$ cat config.mk
export PLATFORM = sky130hd
export DESIGN_NAME = int_vector_ctrl
export DESIGN_NICKNAME = d
export VERILOG_FILES = /design/src/rtl/int_vector_ctrl.sv
export SDC_FILE = /design/constraint.sdc
export NUM_CORES = 1
export LEC_CHECK = 0
export ABC_AREA = 1
export CORE_MARGIN = 2
export CORE_UTILIZATION = 41
export CTS_BUF_LIST = sky130_fd_sc_hd__clkbuf_16
export CTS_CLUSTER_SIZE = 10
export DETAILED_ROUTE_END_ITERATION = 16
export HOLD_SLACK_MARGIN = 0.12
export MAX_ROUTING_LAYER = met4
export PLACE_DENSITY = 0.85
export SYNTH_ARGS = -nofsm -noshare
export SYNTH_HDL_FRONTEND = slang
export SYNTH_SLANG_ARGS = --single-unit
export TNS_END_PERCENT = 10
$ cat constraint.sdc
create_clock -name clk -period 3.3 [get_ports clk]
set_input_delay 0.33 -clock clk [delete_from_list [all_inputs] [get_ports clk]]
set_output_delay 0.33 -clock clk [all_outputs]
set_load 0.02 [all_outputs]
$ cat src/rtl/int_vector_ctrl.sv
`default_nettype none
// +--------------------------------------------------------------------------+
// | Module      : int_vector_ctrl                                            |
// | Description : Interrupt/vector controller for the core's PC-select stage.|
// |               Edge-detects NUM_IRQ request lines into pending bits,      |
// |               masks them and dispatches the lowest index. Dispatch emits |
// |               a one-cycle INT with the vector, cause and saved return PC,|
// |               and further dispatch is blocked until eret.                |
// | Ports       : clk, reset      - clock, synchronous active-high reset     |
// |               irq             - request lines (rising edge = request)    |
// |               maskWe, maskIn  - mask load strobe and value               |
// |               eret, pcNow     - handler return pulse, return address     |
// |               INT, entryPoint - redirect pulse and target vector         |
// |               epc, cause      - saved return address, dispatched index   |
// |               inService       - handler active (INT cycle .. eret)       |
// |               pendingOut      - current pending bits                     |
// | Revision    : 1.0 - initial release                                      |
// +--------------------------------------------------------------------------+
module int_vector_ctrl #(
    parameter int                 NUM_IRQ    = 4,
    parameter logic [31:0]        VEC_BASE   = 32'h0000_0100,
    parameter logic [31:0]        VEC_STRIDE = 32'h0000_0010,
    parameter logic [NUM_IRQ-1:0] RESET_MASK = {NUM_IRQ{1'b1}}
) (
    input  logic               clk,
    input  logic               reset,
    input  logic [NUM_IRQ-1:0] irq,
    input  logic               maskWe,
    input  logic [NUM_IRQ-1:0] maskIn,
    input  logic               eret,
    input  logic [31:0]        pcNow,
    output logic               INT,
    output logic [31:0]        entryPoint,
    output logic [31:0]        epc,
    output logic [2:0]         cause,
    output logic               inService,
    output logic [NUM_IRQ-1:0] pendingOut
);

    localparam logic [1:0] c_st_idle    = 2'd0;
    localparam logic [1:0] c_st_fire    = 2'd1;
    localparam logic [1:0] c_st_service = 2'd2;

    logic [1:0]         r_state;
    logic [NUM_IRQ-1:0] r_irq_q;
    logic [NUM_IRQ-1:0] r_pending;
    logic [NUM_IRQ-1:0] r_mask;
    logic               r_int;
    logic               r_in_service;
    logic [31:0]        r_entry;
    logic [31:0]        r_epc;
    logic [2:0]         r_cause;

    logic [NUM_IRQ-1:0] w_req;
    logic [NUM_IRQ-1:0] w_set;
    logic [NUM_IRQ-1:0] w_clr;
    logic [2:0]         w_idx;
    logic               w_fire;
    logic [31:0]        w_vec;

    always_comb begin
        w_req  = r_pending & r_mask;
        w_set  = irq & ~r_irq_q;
        w_fire = (r_state == c_st_idle) && (|w_req);
        // Scan from the top down so the lowest set index is the last one written.
        w_idx  = 3'd0;
        for (int i = NUM_IRQ - 1; i >= 0; i--) begin
            if (w_req[i]) begin
                w_idx = 3'(i);
            end
        end
        w_clr = '0;
        for (int i = 0; i < NUM_IRQ; i++) begin
            w_clr[i] = w_fire && (w_idx == 3'(i));
        end
        // Product deliberately wraps at 32 bits.
        w_vec = VEC_BASE + (32'(w_idx) * VEC_STRIDE);
    end

    always_ff @(posedge clk) begin
        if (reset) begin
            r_state      <= c_st_idle;
            // All ones so a line already high when reset releases is not an edge.
            r_irq_q      <= '1;
            r_pending    <= '0;
            r_mask       <= RESET_MASK;
            r_int        <= 1'b0;
            r_in_service <= 1'b0;
            r_entry      <= '0;
            r_epc        <= '0;
            r_cause      <= '0;
        end else begin
            r_irq_q   <= irq;
            // A new edge on the bit being dispatched re-arms it (set wins).
            r_pending <= (r_pending & ~w_clr) | w_set;
            if (maskWe) begin
                r_mask <= maskIn;
            end
            r_int <= 1'b0;
            case (r_state)
                c_st_idle: begin
                    if (w_fire) begin
                        r_state      <= c_st_fire;
                        r_int        <= 1'b1;
                        r_in_service <= 1'b1;
                        r_cause      <= w_idx;
                        r_entry      <= w_vec;
                        r_epc        <= pcNow;
                    end
                end
                c_st_fire: begin
                    r_state <= c_st_service;
                end
                c_st_service: begin
                    if (eret) begin
                        r_state      <= c_st_idle;
                        r_in_service <= 1'b0;
                    end
                end
                default: begin
                    r_state      <= c_st_idle;
                    r_in_service <= 1'b0;
                end
            endcase
        end
    end

    assign INT        = r_int;
    assign entryPoint = r_entry;
    assign epc        = r_epc;
    assign cause      = r_cause;
    assign inService  = r_in_service;
    assign pendingOut = r_pending;

endmodule
`default_nettype wire

# ---- Word level (Yosys, flattened, before mapping)
# Index checks and enable logic that the tools add are counted.
dict set report word_totals {
  ff_bits 83
  inputBits 44
  output_inout_bits 73
  word_cells 48
}
dict set report classes {
  add_sub_neg 1
  eq_ne 7
  muxes 11
  n_bitwise 8
  reduce_logical 12
}
# cell n
set op_table {}
lappend op_table {{AND 4 bit} 3}
lappend op_table {{adder 9 x 7 -> 10 bit, first input constant} 1}
lappend op_table {{2-to-1 mux 3 bit} 3}
lappend op_table {{inverter 4 bit} 2}
lappend op_table {{equality test 3 x 2 -> 1 bit, second input constant} 2}
lappend op_table {{2-to-1 mux 2 bit} 3}
lappend op_table {{case mux 2 bit (3 select lines)} 1}
lappend op_table {{logical AND 1 bit} 5}
lappend op_table {{!= test 2 bit, second input constant} 2}
lappend op_table {{OR 4 bit} 1}
lappend op_table {{AND reduction 2 bit} 2}
lappend op_table {{OR reduction 4 bit} 1}
lappend op_table {{equality test 3 x 1 -> 1 bit, second input constant} 1}
lappend op_table {{zero test 3 bit} 1}
lappend op_table {{2-to-1 mux 1 bit} 3}
lappend op_table {{case mux 1 bit (3 select lines)} 1}
lappend op_table {{AND reduction 3 bit} 1}
lappend op_table {{equality test 2 x 1 -> 1 bit, second input constant} 1}
lappend op_table {{equality test 2 bit, second input constant} 1}
lappend op_table {{zero test 2 bit} 1}
lappend op_table {{inverter 1 bit} 2}
lappend op_table {{OR reduction 2 bit} 1}

# ---- Logic depth before layout (Yosys ltp)
# Gate-level depths: netlist (run 1).
dict set report logic_depth {
  word_depth 10
  mapped_depth 8
  mapped_depth_nobuf 7
}

# ---- Worst setup path after synthesis (run 1)
# OpenSTA, ideal clock, no wires.
dict set report synth_timing {
  path_kind {flip-flop to flip-flop}
  start {register r_pending[0] (netlist: pendingOut[0])}
  end {register r_epc[16] (netlist: epc[16])}
  setup_ns 0.116
  arrival_time_ns 1.201
  required_time_ns 3.184
  path_slack_ns 1.983
  path_stages_with_launch 9
  path_buffers 1
  synth_period_minus_slack_ns 1.317
  path_cell_list {dfxtp_1 > nand2_2 > nand2_2 > nor2_4 > nor2_8 > inv_8 > buf_6 > nor2_1 > nor2_1}
}
dict set report synth_between {
  elab_chain_len 4
}
# element line
set synth_lines {}
lappend synth_lines {{from (decl)} 46} ;# logic [NUM_IRQ-1:0] r_pending;
lappend synth_lines {{from (signal assigned)} 95} ;# r_pending <= (r_pending & ~w_clr) | w_set;
lappend synth_lines {{AND 4 bit} 62} ;# w_req = r_pending & r_mask;
lappend synth_lines {{OR reduction 4 bit} 64} ;# w_fire = (r_state == c_st_idle) && (|w_req);
lappend synth_lines {{logical AND 1 bit} 64}
lappend synth_lines {{AND reduction 2 bit (no source line)} n/a}
lappend synth_lines {{to (signal assigned)} 108} ;# r_epc <= pcNow;
lappend synth_lines {{to (decl)} 51} ;# logic [31:0] r_epc;
# Every way passes these cells.
# A chain may end at the register's enable or synchronous reset.

==> results of run 1 <==
metal layers:
metal	track usage (%)	vias to the layer above
met5	-	-
met4	5.85	0
met3	8.47	4
met2	26.4	81
met1	19.2	803
li1	-	917
registers in the layout, summed over array words and instances, names as in the netlist:
signal / cells
cause: 1
entryPoint: 2
inService: 1
epc: 32
r_irq_q: 4
r_state: 2
INT: 1
r_mask: 4
pendingOut: 4
area by class of cell:
type	count	area share (%)
sequential	51	34.2
timing repair buffer	88	29.3
multi-input combinational	184	27.7
clock buffer	5	4.19
tap	70	2.93
inverter	11	1.63
clock inverter	1	0.126
critical path: cells and delay by family:
kind | cells | cell delay (ps)
buffers and inverters | 4 | 1320
AO/OA/AOI/OAI | 1 | 110
AND/OR/NAND/NOR | 1 | 60
synthesized netlist by cell type:
cell type	count
a21oi_1	6
or2_2	4
buf_4	32
inv_1	8
nor2_4	2
nor2_8	1
nand2_1	25
nor2_1	67
clkinv_1	1
o21ai_1	4
nand3_2	1
buf_6	6
clkbuf_1	3
a21oi_2	1
dfxtp_1	51
nand2_2	2
nand3_1	4
inv_2	1
nand3b_1	1
inv_8	1
nand4_1	3
buf_2	1
nand2_4	1
nor2_2	2
conb_1	1
o21ai_0	30
kinds of logic (layout without fill, tap and decap cells):
| kind of cell | after synthesis | after routing | synth area share [%] |
|---|---|---|---|
| simple gates | 113 | 113 | 23.9 |
| buf+inv | 53 | 105 | 17.7 |
| flops | 51 | 51 | 48.3 |
| compound gates | 41 | 41 | 9.89 |
| other cells | 1 | 30 | 0.178 |
power breakdown:
| group | switching (mW) | internal, mW | leakage [nW] | total [mW] |
|---|---|---|---|---|
| registers | 0.0392 | 0.691 | 0.421 | 0.730 |
| logic | 0.255 | 0.201 | 0.824 | 0.457 |
| clock network | 0.197 | 0.270 | 0.0669 | 0.467 |
| total | 0.492 | 1.16 | 1.31 | 1.65 |
per-stage QoR:
step | hold slack, ps | instance area (um2)
after detailed placement | 469 | 2860
after CTS | 476 | 2990
after global placement | 461 | 2860
after global routing | 486 | 2990
final | 473 | 2990
after floorplan | 429 | 2220
final timing paths:
kind / startpoint / endpoint / slack (ps)
min reg2reg: r_mask[3]$_SDFFE_PP1P_ / r_mask[3]$_SDFFE_PP1P_ / 470
max reg2reg: pendingOut[3]$_SDFF_PP0_ / epc[18]$_SDFFE_PP0P_ / 1760
max: reset / epc[18]$_SDFFE_PP0P_ / 1630
min: r_mask[3]$_SDFFE_PP1P_ / r_mask[3]$_SDFFE_PP1P_ / 470
==> out/qor_table.md, run 1 <==
| Result | Reported | Unit |
|:---|:---|:---|
| Status | finished clean | - |
| Commonest non-fill, non-tap cells in the layout | clkdlybuf4s50_1 (86), nor2_1 (67), dfxtp_1 (51) | - |
| Buffers inserted during post-CTS setup optimization | 0 | - |
| Vertical extent of the die | 75.8 | um |
| Maximum clock frequency | 0.599 | GHz |
| Fill cell instance count of the final layout | 456 | - |
| Total core area | 5040 | um2 |
| Largest vdd supply drop | 0.336 | mV |
| GRT Total Usage | 17.1 | % |
| Power per cell area | 553 | nW/um2 |
| Count of mapped cells out of synthesis | 259 | - |
| Kind of critical path | primary input to register | - |
| Area added between synthesis and finish | 41.5 | % |
| Aggregate routed wire length | 4600 | um |
| Fin crit period | 1670 | ps |
| Classification of the worst-slack hold path | register to register | - |
| Mean instance size in the synthesized netlist | 8.15 | um2 |
| Count of unique library cells instantiated by Yosys | 26 | - |
| DRC violation count after routing | 0 | - |
| Detailed-routing iteration count for the pre-antenna-repair pass | 4 | - |
| Setup TNS | 0 | ps |
| Die extent in x | 75.8 | um |
| Half-perimeter wire length after detailed placement | 3350 | um |
| I/O pins | 117 | - |
| Worst setup slack after placement | 1300 | ps |
| Final total power | 1.65 | mW |
| Non-Filler Instances | 410 | - |
| Type of destination of the critical path | register | - |
| Most common cell after layout, fill and taps aside | clkdlybuf4s50_1 | - |
| Slowest stage cell, crit path | clkdlybuf4s50_1 | - |
| Count of nets left with antenna violations after detail routing | 0 | - |
| Layout cell share with drive strength beyond 1 | 6.76 | % |
| Maximum buffer depth of the clock tree | 2 | - |
| Final Skew | 4.11 | ps |
| Sink count of the clock tree | 51 | - |
| Initial Util | 41.9 | % |
| Cell depth of the worst hold path | 2 | - |
| Top routing layer in use | met4 | - |
| Ys Warns | 0 | - |
| Avg WL per Cell | 11.2 | um |
| Cell area after synthesis | 2110 | um2 |
| Critical path cell sequence | clkdlybuf4s50_1 -> buf_4 -> clkinv_1 -> buf_4 -> o21ai_0 -> nor2_1 | - |
| Arrival time at the worst endpoint | 1840 | ps |
| Seq/Total Area, Yosys | 48.3 | % |
| Data required time of the critical path | 3470 | ps |
| Maximum number of pins on one net before global-route repair | 38 | - |
| Clock tree from TritonCTS | built | - |
| Met3 wire length | 512 | um |
| Number of max-capacitance violations reported | 0 | - |
| Wire length of the first global-routing pass | 7130 | um |
| Cell depth of the worst flop-to-flop path | 7 | - |
| Wire length the detailed router placed on met1 | 1920 | um |
| Gr ovfl total | 0 | - |
| ANT cells | 0 | - |
| Clock-pin slew of the registers on the worst-case setup and hold paths | 60 | ps |
| Final net count | 385 | - |
| FP Rows | 26 | - |
| Startpoint class of the critical path | primary input | - |
| Clk_lat worst skew | 280 | ps |
| # resized after CTS | 0 | - |
| Routability congestion estimate from global placement | 0.724 | - |
| Cell total after placement | 404 | - |
| Seq cells post-synth | 51 | - |
| Stage delay of the slowest cell on the critical path | 450 | ps |
| Via count of the routed design | 1,805 | - |
| Die area | 5740 | um2 |
| Largest fanout on the critical path | 22 | - |
| TritonCTS Buffers | 5 | - |
| Clk root buf | clkbuf_16 | - |
| Via count of the first global-routing pass | 1,625 | - |
| Number of port buffers | 86 | - |
| Met2 layer wire length in the routed design | 2130 | um |
| FF/Latch Area | 1020 | um2 |
| Final cell utilization of the core | 59.3 | % |
| Smallest setup slack after layout | 1630 | ps |
| Area share of the leading cell type in the synthesized netlist | 48.3 | % |
| Final period util | 50.6 | % |
| Hold bufs inserted after CTS | 0 | - |
| Number of antenna violations at the first check in global routing | 0 | - |
| Library cell with the largest summed area after synthesis | dfxtp_1 | - |
| Final-report setup violation count | 0 | - |
| Number of pins exceeding their max-slew limit in the final report | 0 | - |
| Hold violation count in the final report | 0 | - |
| Number of H-tree branching levels | 2 | - |
| RSZ-0062 raised after global routing | false | - |
| Total area of multi-input combinational cells | 827 | um2 |
| Most used cell, CP | buf_4 | - |
| Ranking of synthesized cells by area | dfxtp_1 (48%), nor2_1 (12%), buf_4 (11%), o21ai_0 (7.1%), nand2_1 (4.4%) | - |
| Number of DRC markers after the initial detailed-route iteration | 91 | - |
| Static leakage | 1.31 | nW |
| Via density per instance | 4.40 | - |
Power figures use the tool's default switching activity.
==> inputs of run 2 (changes only) <==
--- a/config.mk
+++ b/config.mk
@@ -7,13 +7,13 @@
 export LEC_CHECK = 0
 export ABC_AREA = 1
 export CORE_MARGIN = 2
-export CORE_UTILIZATION = 41
+export CORE_UTILIZATION = 35
 export CTS_BUF_LIST = sky130_fd_sc_hd__clkbuf_16
 export CTS_CLUSTER_SIZE = 10
 export DETAILED_ROUTE_END_ITERATION = 16
 export HOLD_SLACK_MARGIN = 0.12
 export MAX_ROUTING_LAYER = met4
-export PLACE_DENSITY = 0.85
+export PLACE_DENSITY = 0.77
 export SYNTH_ARGS = -nofsm -noshare
 export SYNTH_HDL_FRONTEND = slang
 export SYNTH_SLANG_ARGS = --single-unit
==> constraint.sdc (replaced) <==
create_clock -name clk -period 1.4 [get_ports clk]
set_input_delay 0.14 -clock clk [delete_from_list [all_inputs] [get_ports clk]]
set_output_delay 0.14 -clock clk [all_outputs]
set_load 0.02 [all_outputs]
==> out/qor_table.md, run 2 (same netlist as run 1, synthesis figures left out) <==
| Result | Reported | Unit |
|:---|:---|:---|
| Via count of the first global-routing pass | 1,630 | - |
| Area post-placement | 2890 | um2 |
| Layout cell share with drive strength beyond 1 | 8.43 | % |
| Sink count of the clock tree | 51 | - |
| RSZ-0062 raised after global routing | false | - |
| Number of DRC markers after the initial detailed-route iteration | 42 | - |
| TritonCTS Buffers | 5 | - |
| Largest vdd supply drop | 0.692 | mV |
| Clock-pin slew of the registers on the worst-case setup and hold paths | 70 | ps |
| Classification of the worst-slack hold path | primary input to register | - |
| Power per cell area | 1330 | nW/um2 |
| Die area | 6670 | um2 |
| Max FFs per register | 32 | - |
| Final total power | 4.17 | mW |
| Wire length of the first global-routing pass | 7180 | um |
| Buffers inserted during post-CTS setup optimization | 0 | - |
| Half-perimeter wire length after detailed placement | 3310 | um |
| Kind of critical path | register to output port | - |
| Origin of the critical flop-to-flop path | pendingOut[0]$_SDFF_PP0_ | - |
| Die extent in x | 81.7 | um |
| Number of port buffers | 86 | - |
| Area added between synthesis and finish | 48.2 | % |
| Cell depth of the worst hold path | 3 | - |
| R2R Setup Slk | 140 | ps |
| Final cell utilization of the core | 53.2 | % |
| Via density per instance | 4.38 | - |
| Detailed-routing iteration count for the pre-antenna-repair pass | 4 | - |
| Type of destination of the critical path | output port | - |
| Number of H-tree branching levels | 2 | - |
| Slowest stage cell, crit path | clkdlybuf4s50_1 | - |
| Final Skew | 3.06 | ps |
| Fin area | 3130 | um2 |
| Clk_lat worst skew | 290 | ps |
| Routability congestion estimate from global placement | 0.767 | - |
| I/O pins | 117 | - |
| Maximum number of pins on one net before global-route repair | 38 | - |
| Final period util | 97.5 | % |
| DRC violation count after routing | 0 | - |
| Kind of cell adding the most delay to the critical path | buffers and inverters | - |
| Hold Crit Endpoint | r_mask[3]$_SDFFE_PP1P_ | - |
| Stage delay of the slowest cell on the critical path | 620 | ps |
| Aggregate routed wire length | 4710 | um |
| Status | finished clean | - |
| Count of nets left with antenna violations after detail routing | 0 | - |
| Total core area | 5890 | um2 |
| Hold bufs inserted after CTS | 0 | - |
| Commonest non-fill, non-tap cells in the layout | nor2_1 (67), dfxtp_1 (51), clkdlybuf4s50_1 (51) | - |
| ANT cells | 0 | - |
| End of the worst register-to-register path | epc[7]$_SDFFE_PP0P_ | - |
| Number of pins exceeding their max-slew limit in the final report | 0 | - |
| Maximum buffer depth of the clock tree | 2 | - |
| Vertical extent of the die | 81.7 | um |
| Min-delay src | maskIn[3] | - |
| Arrival time at the worst endpoint | 1230 | ps |
| Final-report setup violation count | 0 | - |
| Critical path buffer and inverter count | 1 | - |
| Setup TNS | 0 | ps |
| Worst hold slack after final layout | 431 | ps |
| Hold violation count in the final report | 0 | - |
| Cell depth of the worst flop-to-flop path | 7 | - |
| Number of antenna violations at the first check in global routing | 0 | - |
| Final net count | 387 | - |
| Clock tree from TritonCTS | built | - |
| Most common cell after layout, fill and taps aside | nor2_1 | - |
| Number of max-capacitance violations reported | 0 | - |
| Largest fanout on the critical path | 2 | - |
| FP Rows | 28 | - |
| Data required time of the critical path | 1260 | ps |
| Via count of the routed design | 1,837 | - |
| Fin crit period | 1370 | ps |
| Maximum clock frequency | 0.732 | GHz |
| Static leakage | 1.80 | nW |
| Clk root buf | clkbuf_16 | - |
| Critical path cell sequence | clkdlybuf4s50_1 | - |
| # resized after CTS | 8 | - |
| Initial Util | 35.9 | % |
| Gr ovfl total | 0 | - |
| GRT Total Usage | 14.6 | % |
| Startpoint class of the critical path | register | - |
| Avg WL per Cell | 11.2 | um |
==> run 2: power breakdown <==
part | switching (mW) | internal [mW] | leakage [nW] | total [mW]
Sequential | 0.0859 | 1.63 | 0.421 | 1.71
Clock | 0.526 | 0.852 | 0.0844 | 1.38
Combinational | 0.610 | 0.470 | 1.30 | 1.08
Total | 1.22 | 2.95 | 1.80 | 4.17
==> run 2: worst max path at each step <==
stage / slack, ps / end / from / depth (start not counted)
2_1_floorplan: 80 / epc[16]$_SDFFE_PP0P_ / pendingOut[0]$_SDFF_PP0_ / 8
3_3_place_gp: 150 / epc[26]$_SDFFE_PP0P_ / pendingOut[0]$_SDFF_PP0_ / 7
3_5_place_dp: 70 / epc[31]$_SDFFE_PP0P_ / pendingOut[2]$_SDFF_PP0_ / 7
4_1_cts: 2 / epc[15] / epc[15]$_SDFFE_PP0P_ / 1
5_1_grt: 0.9 / epc[8] / epc[8]$_SDFFE_PP0P_ / 1
6_report: 30 / epc[29] / epc[29]$_SDFFE_PP0P_ / 1
==> run 2: stage by stage <==
| step | worst slack (ps) | instances |
|---|---|---|
| floorplan | 82.9 | 288 |
| global placement | 146 | 411 |
| detailed placement | 73.2 | 411 |
| CTS | 2.25 | 419 |
| global route | 0.875 | 419 |
| finish | 34.3 | 419 |
==> run 2: metal layers <==
metal	wire length (um)	track usage, %	part of all wire, %
met5	0	-	0
met4	43	4.50	0.91
met3	417	5.05	8.9
met2	2170	23.4	46
met1	2080	17.2	44
==> run 2: cell type report <==
class,count,area [um2]
Timing Repair Buffer,90,965
Tap cell,75,93.8
Inverter,11,48.8
Sequential cell,51,1020
Multi-Input combinational cell,184,830
Clock buffer,5,125
Clock inverter,3,47.5
Fill cell,550,2760
==> run 2: worst min-delay path, delay by kind of cell <==
family        cells  cell delay, ps
buf+inv           1             400
simple gates      2             140
